File: src/rtl/pipe_pkg.sv
// Shared definitions for the MEM/WB stage: exception cause codes, the
// exception FSM state encoding and default datapath widths.
package pipe_pkg;

  localparam int DATA_W_DEF = 32;
  localparam int RN_W_DEF   = 5;

  // ExcCode values written to CP0 Cause for address errors
  localparam logic [4:0] EXC_ADEL = 5'd4;
  localparam logic [4:0] EXC_ADES = 5'd5;

  typedef enum logic {
    IDLE     = 1'b0,
    EXC_PEND = 1'b1
  } exc_state_e;

endpackage

File: src/rtl/pipe_mwreg_exc_capture.sv
// exc_capture: address-error exception FSM for the MEM/WB boundary.
// Captures ExcCode/EPC/BadVAddr on the faulting edge, pulses flush for
// one cycle and holds exc_req until CP0 acknowledges.
module exc_capture
  import pipe_pkg::*;
#(
  parameter int DATA_W = DATA_W_DEF
) (
  input  logic              clk,
  input  logic              rst,
  input  logic              err,
  input  logic              exc_ack,
  input  logic              m_store,
  input  logic              m_bd,
  input  logic [DATA_W-1:0] m_pc,
  input  logic [DATA_W-1:0] m_alu,
  output logic              pending,
  output logic              flush,
  output logic              exc_req,
  output logic [4:0]        exc_code,
  output logic [DATA_W-1:0] epc,
  output logic [DATA_W-1:0] badvaddr
);

  exc_state_e        state_q;
  exc_state_e        state_d;
  logic              capture;
  logic              flush_p0;
  logic [4:0]        code_p0;
  logic [DATA_W-1:0] epc_p0;
  logic [DATA_W-1:0] badv_p0;

  // State register
  always_ff @(posedge clk or posedge rst) begin
    if (rst) state_q <= IDLE;
    else     state_q <= state_d;
  end

  // Next state: an ack in IDLE (even alongside err) is simply dropped
  always_comb begin
    state_d = state_q;
    case (state_q)
      IDLE:     if (err)     state_d = EXC_PEND;
      EXC_PEND: if (exc_ack) state_d = IDLE;
      default:  state_d = IDLE;
    endcase
  end

  // Outputs decoded from state; capture only fires from IDLE
  always_comb begin
    pending = (state_q == EXC_PEND);
    exc_req = (state_q == EXC_PEND);
    capture = (state_q == IDLE) && err;
  end

  // Exception record; EPC backs up to the branch for delay-slot faults
  always_ff @(posedge clk or posedge rst) begin
    if (rst) begin
      flush_p0 <= 1'b0;
      code_p0  <= '0;
      epc_p0   <= '0;
      badv_p0  <= '0;
    end else begin
      flush_p0 <= capture;
      if (capture) begin
        code_p0 <= m_store ? EXC_ADES : EXC_ADEL;
        epc_p0  <= m_bd ? (m_pc - DATA_W'(4)) : m_pc;
        badv_p0 <= m_alu;
      end
    end
  end

  assign flush    = flush_p0;
  assign exc_code = code_p0;
  assign epc      = epc_p0;
  assign badvaddr = badv_p0;

endmodule

File: src/rtl/pipe_mwreg.sv
// pipe_mwreg: MEM/WB stage register with precise address-error exceptions.
// Optional build macro PIPE_MWREG_PERF_EN adds retired/exception counters.
module pipe_mwreg
  import pipe_pkg::*;
#(
  parameter int DATA_W = DATA_W_DEF,
  parameter int RN_W   = RN_W_DEF
) (
  input  logic              clk,
  input  logic              rst,
  input  logic              stall,
  input  logic              m_valid,
  input  logic              m_wreg,
  input  logic              m_m2reg,
  input  logic              m_load,
  input  logic              m_store,
  input  logic              m_bd,
  input  logic [RN_W-1:0]   m_rn,
  input  logic [DATA_W-1:0] m_alu,
  input  logic [DATA_W-1:0] m_mem,
  input  logic [DATA_W-1:0] m_pc,
  input  logic              m_addr_err,
  input  logic              exc_ack,
  output logic              w_valid,
  output logic              w_wreg,
  output logic [RN_W-1:0]   w_rn,
  output logic [DATA_W-1:0] w_wdata,
  output logic              flush,
  output logic              exc_req,
  output logic [4:0]        exc_code,
  output logic [DATA_W-1:0] epc,
  output logic [DATA_W-1:0] badvaddr
`ifdef PIPE_MWREG_PERF_EN
  ,
  output logic [31:0]       retired_cnt,
  output logic [31:0]       exc_cnt
`endif
);

  logic              err;
  logic              pending;
  logic              vld_p0;
  logic              wreg_p0;
  logic [RN_W-1:0]   rn_p0;
  logic [DATA_W-1:0] wdata_p0;

  // A stalled MEM instruction is re-presented later, so it cannot fault yet
  assign err = m_valid & m_addr_err & (m_load | m_store) & ~stall;

  exc_capture #(
    .DATA_W(DATA_W)
  ) u_exc (
    .clk      (clk),
    .rst      (rst),
    .err      (err),
    .exc_ack  (exc_ack),
    .m_store  (m_store),
    .m_bd     (m_bd),
    .m_pc     (m_pc),
    .m_alu    (m_alu),
    .pending  (pending),
    .flush    (flush),
    .exc_req  (exc_req),
    .exc_code (exc_code),
    .epc      (epc),
    .badvaddr (badvaddr)
  );

  // MEM -> WB boundary: faulting or killed instructions never write
  always_ff @(posedge clk or posedge rst) begin
    if (rst) begin
      vld_p0   <= 1'b0;
      wreg_p0  <= 1'b0;
      rn_p0    <= '0;
      wdata_p0 <= '0;
    end else if (pending || err) begin
      vld_p0  <= 1'b0;
      wreg_p0 <= 1'b0;
    end else if (!stall) begin
      vld_p0   <= m_valid;
      wreg_p0  <= m_valid & m_wreg;
      rn_p0    <= m_rn;
      wdata_p0 <= m_m2reg ? m_mem : m_alu;
    end
  end

  assign w_valid = vld_p0;
  assign w_wreg  = wreg_p0;
  assign w_rn    = rn_p0;
  assign w_wdata = wdata_p0;

`ifdef PIPE_MWREG_PERF_EN
  // Event counters: retirements into WB and exception entries
  always_ff @(posedge clk or posedge rst) begin
    if (rst) begin
      retired_cnt <= '0;
      exc_cnt     <= '0;
    end else begin
      if (!pending && !err && !stall && m_valid) retired_cnt <= retired_cnt + 32'd1;
      if (!pending && err)                       exc_cnt     <= exc_cnt + 32'd1;
    end
  end
`endif

endmodule

File: config.mk
export PLATFORM = sky130hd
export DESIGN_NAME = pipe_mwreg
export DESIGN_NICKNAME = d
export VERILOG_FILES = /design/src/rtl/pipe_pkg.sv /design/src/rtl/pipe_mwreg_exc_capture.sv /design/src/rtl/pipe_mwreg.sv
export SDC_FILE = /design/constraint.sdc
export NUM_CORES = 1
export LEC_CHECK = 0
export ABC_AREA = 1
export BUFFER_PORTS_ARGS = -buffer_cell sky130_fd_sc_hd__buf_2
export CAP_MARGIN = 20
export CORE_ASPECT_RATIO = 1.4
export CORE_MARGIN = 2
export CORE_UTILIZATION = 40
export CTS_BUF_LIST = sky130_fd_sc_hd__clkbuf_2
export DETAILED_ROUTE_END_ITERATION = 6
export PLACE_DENSITY = 0.78
export SYNTH_ARGS = -nofsm -noshare
export SYNTH_HDL_FRONTEND = slang
export SYNTH_SLANG_ARGS = --single-unit
export TNS_END_PERCENT = 5
File: constraint.sdc
create_clock -name clk -period 4.82 [get_ports clk]
set_clock_uncertainty 0.2 [all_clocks]
set_input_delay 0.964 -clock clk [delete_from_list [all_inputs] [get_ports clk]]
set_output_delay 0.964 -clock clk [all_outputs]
set_load 0.005 [all_outputs]
==> results of run 1 <==
cell usage in the layout, fill, tap and decap left out:
cell          n
a21oi_1       3
a31oi_1       2
a32o_1        1
buf_2       218
buf_4         3
clkbuf_2      9
clkinv_4      3
clkinvlp_4    2
conb_1        3
dfrtp_1     107
diode_2       1
ha_1          1
inv_1        69
inv_2         5
inv_4         1
inv_6         1
inv_8         1
nand2_1     292
nand2_2       2
nand2_4       1
nand3_1      40
nand3_2       1
nand3_4       2
nand3b_1      1
nand4_1       7
nor2_1       49
nor2_2        4
nor2_4        9
o21ai_0      66
o21ai_1      13
o21ai_2       1
o21ai_4       1
o21bai_1      1
or2_2         1
xor2_1        7
worst paths after layout:
path / start / endpoint / cells past startpoint
setup / recovery: m_valid / w_valid$_DFFE_PP0P_ / 5
hold / removal: rst / u_exc.badvaddr[26]$_DFFE_PP0P_ / 2
setup reg to reg: u_exc.exc_req$_DFF_PP0_ / w_wdata[29]$_DFFE_PP0P_ / 5
hold reg to reg: w_wdata[26]$_DFFE_PP0P_ / w_wdata[26]$_DFFE_PP0P_ / 2
max in group asynchronous: rst / u_exc.epc[25]$_DFFE_PP0P_ / 3
min in group clk: exc_ack / u_exc.exc_req$_DFF_PP0_ / 2
power groups by stage:
| stage | registers (uW) | logic [uW] | clock network, uW |
|---|---|---|---|
| 2_1_floorplan | 1190 | 238 | 0 |
| 3_3_place_gp | 1180 | 543 | 0 |
| 3_5_place_dp | 1180 | 558 | 0 |
| 4_1_cts | 1160 | 558 | 422 |
| 5_1_grt | 1180 | 628 | 447 |
| 6_report | 1160 | 548 | 400 |
state kept, by name (all words and copies together) (netlist names):
name	count
u_exc.badvaddr	32
u_exc.epc	32
u_exc.exc_code	2
u_exc.exc_req	1
u_exc.flush	1
w_rn	5
w_valid	1
w_wdata	32
w_wreg	1
per-stage QoR:
step,total power [uW],utilization [%],std cells,worst slack [ps],hold slack [ps]
after floorplan,1430,-,721,839,265
after global placement,1720,49.7,1093,1660,256
after detailed placement,1730,49.7,1093,1610,260
after CTS,2140,50.5,1109,2330,36.1
after global routing,2260,50.5,1110,2110,14.0
final,2110,50.5,1110,2240,78.1
critical path: cells and delay by family:
kind / cells / cell delay [ps]
and+or+nand+nor: 1 / 110
AOI/OAI and AO/OA: 2 / 1130
buffers and inverters: 2 / 660
layer usage:
metal | track usage, % | routed length, um
met5 | 0 | 0
met3 | 4.56 | 934
met4 | 8.00 | 361
met1 | 25.2 | 6190
met2 | 37.2 | 7860
kinds of logic after synthesis:
family / Yosys count / synth area share (%)
XOR/XNOR: 7 / 1.14
AO/OA/AOI/OAI: 88 / 8.44
AND/OR/NAND/NOR: 409 / 32.1
adder cells (fa/ha/maj): 1 / 0.233
flip-flops: 107 / 49.8
other: 1 / 0.0697
buffers and inverters: 106 / 8.21
layout make-up:
class,instances,share of cell area (%)
flip-flops and latches,107,40.0
multi-input cells,508,34.1
repair buffers,221,16.6
inverters,75,4.24
well taps,182,3.40
clock inverters,7,0.916
clock buffers,9,0.673
diodes,1,0.0374
==> key figures, run 1 <==
Placement
  • Detailed-placement wirelength estimate: 11.7 mm
  • Area after DPL: 6590 um2
  • RePlAce Congestion: 0.957
  • I/O Buffers: 218

Clock tree
  • Post-CTS Setup Bufs: 0
  • Clk root buf: clkbuf_2
  • CTS tree: built
  • Hold_buf cts: 0
  • Clock latency on the worst-skew pair: 570 ps
  • CTS Buf Count: 9
  • Sink Count: 107
  • Post-cts sizing count: 0
  • Worst-path clk slew: 300 ps
  • H-tree depth: 3
  • Worst-case clock buffer depth: 2

STA
  • Setup violations, final: 0
  • Slew Limit Headroom: 34.5%
  • RSZ-0062 raised after global routing: no
  • Final period util: 53.5%
  • Total negative slack: 0 ps
  • Final Max Slew Viols: 0
  • Max Freq: 388 MHz
  • Final hold violation count: 0
  • Crit path time final: 2580 ps
  • Slew @ Worst Pin: 982 ps

Route
  • Final WL: 15.3 mm
  • Initial DRC Count: 189
  • Post-DRT Antenna Nets: 0
  • Total number of vias: 5248
  • Wire length per cell: 13.8 um
  • Pre-antenna DRT Iters: 7
  • # DRC: 0
  • Vias per cell: 4.73

Yosys
  • Synthesized cell area: 5380 um2
  • Synth cell count leaders: nand2_1 (292), dfrtp_1 (107), inv_1 (70)
  • Biggest area consumer among synthesized cells: dfrtp_1
  • Synthesized flop and latch total: 107
  • EDFF count, synth: 0
  • Post-synth top flop: dfrtp_1
  • Synth Warn #: 0
  • Top cells by area, synth: dfrtp_1 (50%), nand2_1 (20%), o21ai_0 (6.1%), inv_1 (4.9%), nand3_1 (3.7%)
  • Post-Synthesis Cells: 719
  • Synth async-reset ratio: 100%
  • Most frequent cell after synthesis: nand2_1
  • Share of the synthesized area in the top cell type: 49.8%
  • Seq/Total Area, Yosys: 49.8%
  • Synth cell types: 29
  • Syn Area/Cell: 7.48 um2

Global route
  • Gr usage total: 21.2%
  • Initial antenna violation count: 1
  • Largest net degree at the start of global routing: 65
  • Global-route wire length before repair: 23.9 mm
  • Vias in the first global route: 4932
  • Global route total overflow: 0

Power and ir drop
  • Flop pwr share: 55.1%
  • Logic pwr share: 26.0%
  • Pint: 1390 uW
  • Max IR drop VDD: 0.121 mV
  • Sw frac: 34.0%
  • Switching component of the power: 718 uW
  • Power Density: 315 nW/um2
  • Clock power share: 18.9%
  • Pleak: 0.00380 uW

Job
  • Max Cap Viol: 0

Floorplan
  • I/O Pins: 222
  • Core Region: 13300 um2
  • Starting Density: 40.6%
  • Die area: 14400 um2
  • # rows: 50
  • Die Span Y: 141 um
  • Die Wd: 102 um

Setup path
  • Crit end category: flop
  • CP Class: in2reg
  • Flop-to-flop setup slack: 2540 ps
  • Max FO, Critical Path: 39
  • Slowest library cell on the worst path: o21ai_4
  • Max stage delay on crit path: 780 ps
  • Data required time of the worst path: 5110 ps
  • Arrival time at the worst endpoint: 2870 ps
  • Worst-path cell chain: buf_2 -> nand2_1 -> o21ai_4 -> inv_2 -> a32o_1
  • CP startpoint kind: input port

Cells and area
  • Area growth, synth to finish: 24.5%
  • Share of layout cells above drive strength 1: 28.6%
  • Finished Cell Area: 6700 um2
  • Net count, final: 1035
  • Layout fillers: 1339
  • FF/Latch Area: 2680 um2
  • Area of the multi-input gates: 2280 um2

Status
  • Status: finished, final reports clean

Worst hold path
  • Worst hold path class: in2async
No activity file was read; power rests on OpenSTA's default activity.
==> run 2, diff against run 1 <==
Clock period 4.82 ns to 2.6 ns, I/O delays scaled along.
==> run 2 against run 1 <==
Sequential share of layout area down 5.5 points. Flip-flop and latch count unchanged. Via count up 11%. Critical path depth up 4. Worst setup slack worse by 2100 ps. Worst hold slack worse by 23 ps. Cell area up 16%. Wire length up 15%. Clock power rose to 2.5 times the previous value. Total power up 110%. Largest power group unchanged.
==> key figures, run 2 (synthesized netlist as in run 1, its figures left out) <==
Status
  • Status: finished, final reports clean

Route
  • # DRC: 0
  • Final WL: 17.6 mm
  • Pre-antenna DRT Iters: 5
  • Initial DRC Count: 195
  • Post-DRT Antenna Nets: 0
  • Vias per cell: 4.82
  • Total number of vias: 5830
  • Wire length per cell: 14.5 um

Setup path
  • Crit end category: flop
  • Data required time of the worst path: 2950 ps
  • CP bufs+invs: 5
  • Max stage delay on crit path: 580 ps
  • Worst-path cell chain: dlygate4sd3_1 -> buf_2 -> nor2_1 -> o21ai_2 -> inv_2 -> buf_4 -> nand3_1 -> dlygate4sd3_1 -> nand2_1
  • Slowest library cell on the worst path: dlygate4sd3_1
  • R2R cell count: 7
  • Max FO, Critical Path: 39
  • CP startpoint kind: input port
  • Critical Path Most Common Cell: dlygate4sd3_1
  • Path length in cells of the critical path: 9
  • CP delay by family, top: buffers and inverters
  • Arrival time at the worst endpoint: 2790 ps
  • CP Class: in2reg

Cells and area
  • Area of the multi-input gates: 2280 um2
  • Most common cell after layout, fill and taps aside: nand2_1
  • Most frequent cells in the layout: nand2_1 (292), buf_2 (218), dfrtp_1 (107)
  • FF/Latch Area: 2680 um2
  • Layout fillers: 1183
  • Area growth, synth to finish: 44.1%
  • Net count, final: 1133
  • Share of layout cells above drive strength 1: 26.0%

Clock tree
  • Worst-case clock buffer depth: 2
  • Post-CTS Setup Bufs: 0
  • Clock latency on the worst-skew pair: 570 ps
  • Worst-path clk slew: 290 ps
  • Sink Count: 107
  • Clk root buf: clkbuf_2
  • H-tree depth: 3
  • CTS Buf Count: 9
  • CTS tree: built

STA
  • Final Max Slew Viols: 0
  • Final worst slack: 163 ps
  • RSZ-0062 raised after global routing: no
  • Final period util: 93.7%
  • Setup violations, final: 0
  • Total negative slack: 0 ps
  • Final hold violation count: 0
  • Max Freq: 410 MHz
  • Slew @ Worst Pin: 580 ps
  • Slew Limit Headroom: 61.4%
  • Crit path time final: 2440 ps

Floorplan
  • Die Wd: 102 um
  • # rows: 50
  • Die Span Y: 141 um
  • Die area: 14400 um2
  • Starting Density: 40.6%
  • Core Region: 13300 um2
  • I/O Pins: 222

Global route
  • Gr busiest metal: met2
  • Global-route wire length before repair: 26.6 mm
  • Met2 usage: 41.5%
  • Initial antenna violation count: 2
  • Gr usage total: 23.7%
  • Global route total overflow: 0
  • Largest net degree at the start of global routing: 108
  • Met3 GRT Util: 5.95%
  • Met1 usage: 25.7%
  • Vias in the first global route: 5560

Power and ir drop
  • Power Density: 559 nW/um2
  • Switching component of the power: 1370 uW
  • Clock power share: 23.2%
  • Max IR drop VDD: 0.262 mV
  • Flop pwr share: 49.7%
  • Pleak: 0.00425 uW
  • Pint: 2970 uW
  • Sw frac: 31.6%
  • Logic pwr share: 27.1%

Worst hold path
  • Worst Hold Path Cells: 5
  • Worst hold path class: in2reg

Placement
  • Detailed-placement wirelength estimate: 11.5 mm
  • RePlAce Congestion: 0.972
  • Pre-CTS WS: 576 ps
  • I/O Buffers: 218

Job
  • Max Cap Viol: 0
## run 2: final timing paths
kind                                         startpoint                         to  slack [ps]
worst max-delay path                              stall         w_wreg$_DFFE_PP0P_         160
worst min-delay path                          m_mem[16]    w_wdata[16]$_DFFE_PP0P_          50
worst max register to register  u_exc.exc_req$_DFF_PP0_         w_wreg$_DFFE_PP0P_         320
worst min register to register  w_wdata[27]$_DFFE_PP0P_    w_wdata[27]$_DFFE_PP0P_         310
max in group asynchronous                           rst        w_rn[1]$_DFFE_PP0P_        1350
min in group asynchronous                           rst  u_exc.epc[10]$_DFFE_PP0P_         370
## run 2: what timing repair did
item,in CTS,in global routing
endpoints found under the hold margin,189,9
gates resized for setup,0,0
hold buffers,86,9
setup endpoints to repair,0,0
## run 2: cell type report
cell class                      instances  area share (%)
Antenna cell                            2          0.0646
Clock buffer                            9           0.581
Clock inverter                          7            1.60
Inverter                               75            3.68
Multi-Input combinational cell        508            29.4
Sequential cell                       107            34.5
Tap cell                              182            2.94
Timing Repair Buffer                  319            27.2
## run 2: power by group through the flow
| stage | combinational, uW | clock [uW] | sequential (uW) |
|---|---|---|---|
| 6_report | 1180 | 1000 | 2160 |
| 5_1_grt | 1310 | 1120 | 2190 |
| 4_1_cts | 1150 | 1050 | 2150 |
| 3_5_place_dp | 1050 | 0 | 2180 |
| 3_3_place_gp | 1030 | 0 | 2170 |
| 2_1_floorplan | 441 | 0 | 2210 |
## run 2: routing by layer
| layer | share of wire [%] | routed length, um |
|---|---|---|
| met5 | 0 | 0 |
| met4 | 4.8 | 837 |
| met3 | 7.5 | 1310 |
| met2 | 51 | 8990 |
| met1 | 37 | 6440 |
## run 2: worst reg2reg max path: stages (launching register included)
cell	delay, ps
dfrtp_1	460
nor2_1	290
o21ai_2	110
inv_2	50
buf_4	370
nand3_1	130
dlygate4sd3_1	580
nand2_1	60
## run 2: stage by stage
stage,area (um2),hold slack [ps],total power (uW),utilization [%],instances
3_3_place_gp,6630,250,3200,50.0,1096
4_1_cts,7660,1.68,4360,57.7,1198
5_1_grt,7750,1.12,4620,58.4,1208
3_5_place_dp,6630,260,3230,50.0,1096
6_report,7750,55.0,4340,58.5,1209
2_1_floorplan,5390,265,2650,-,721
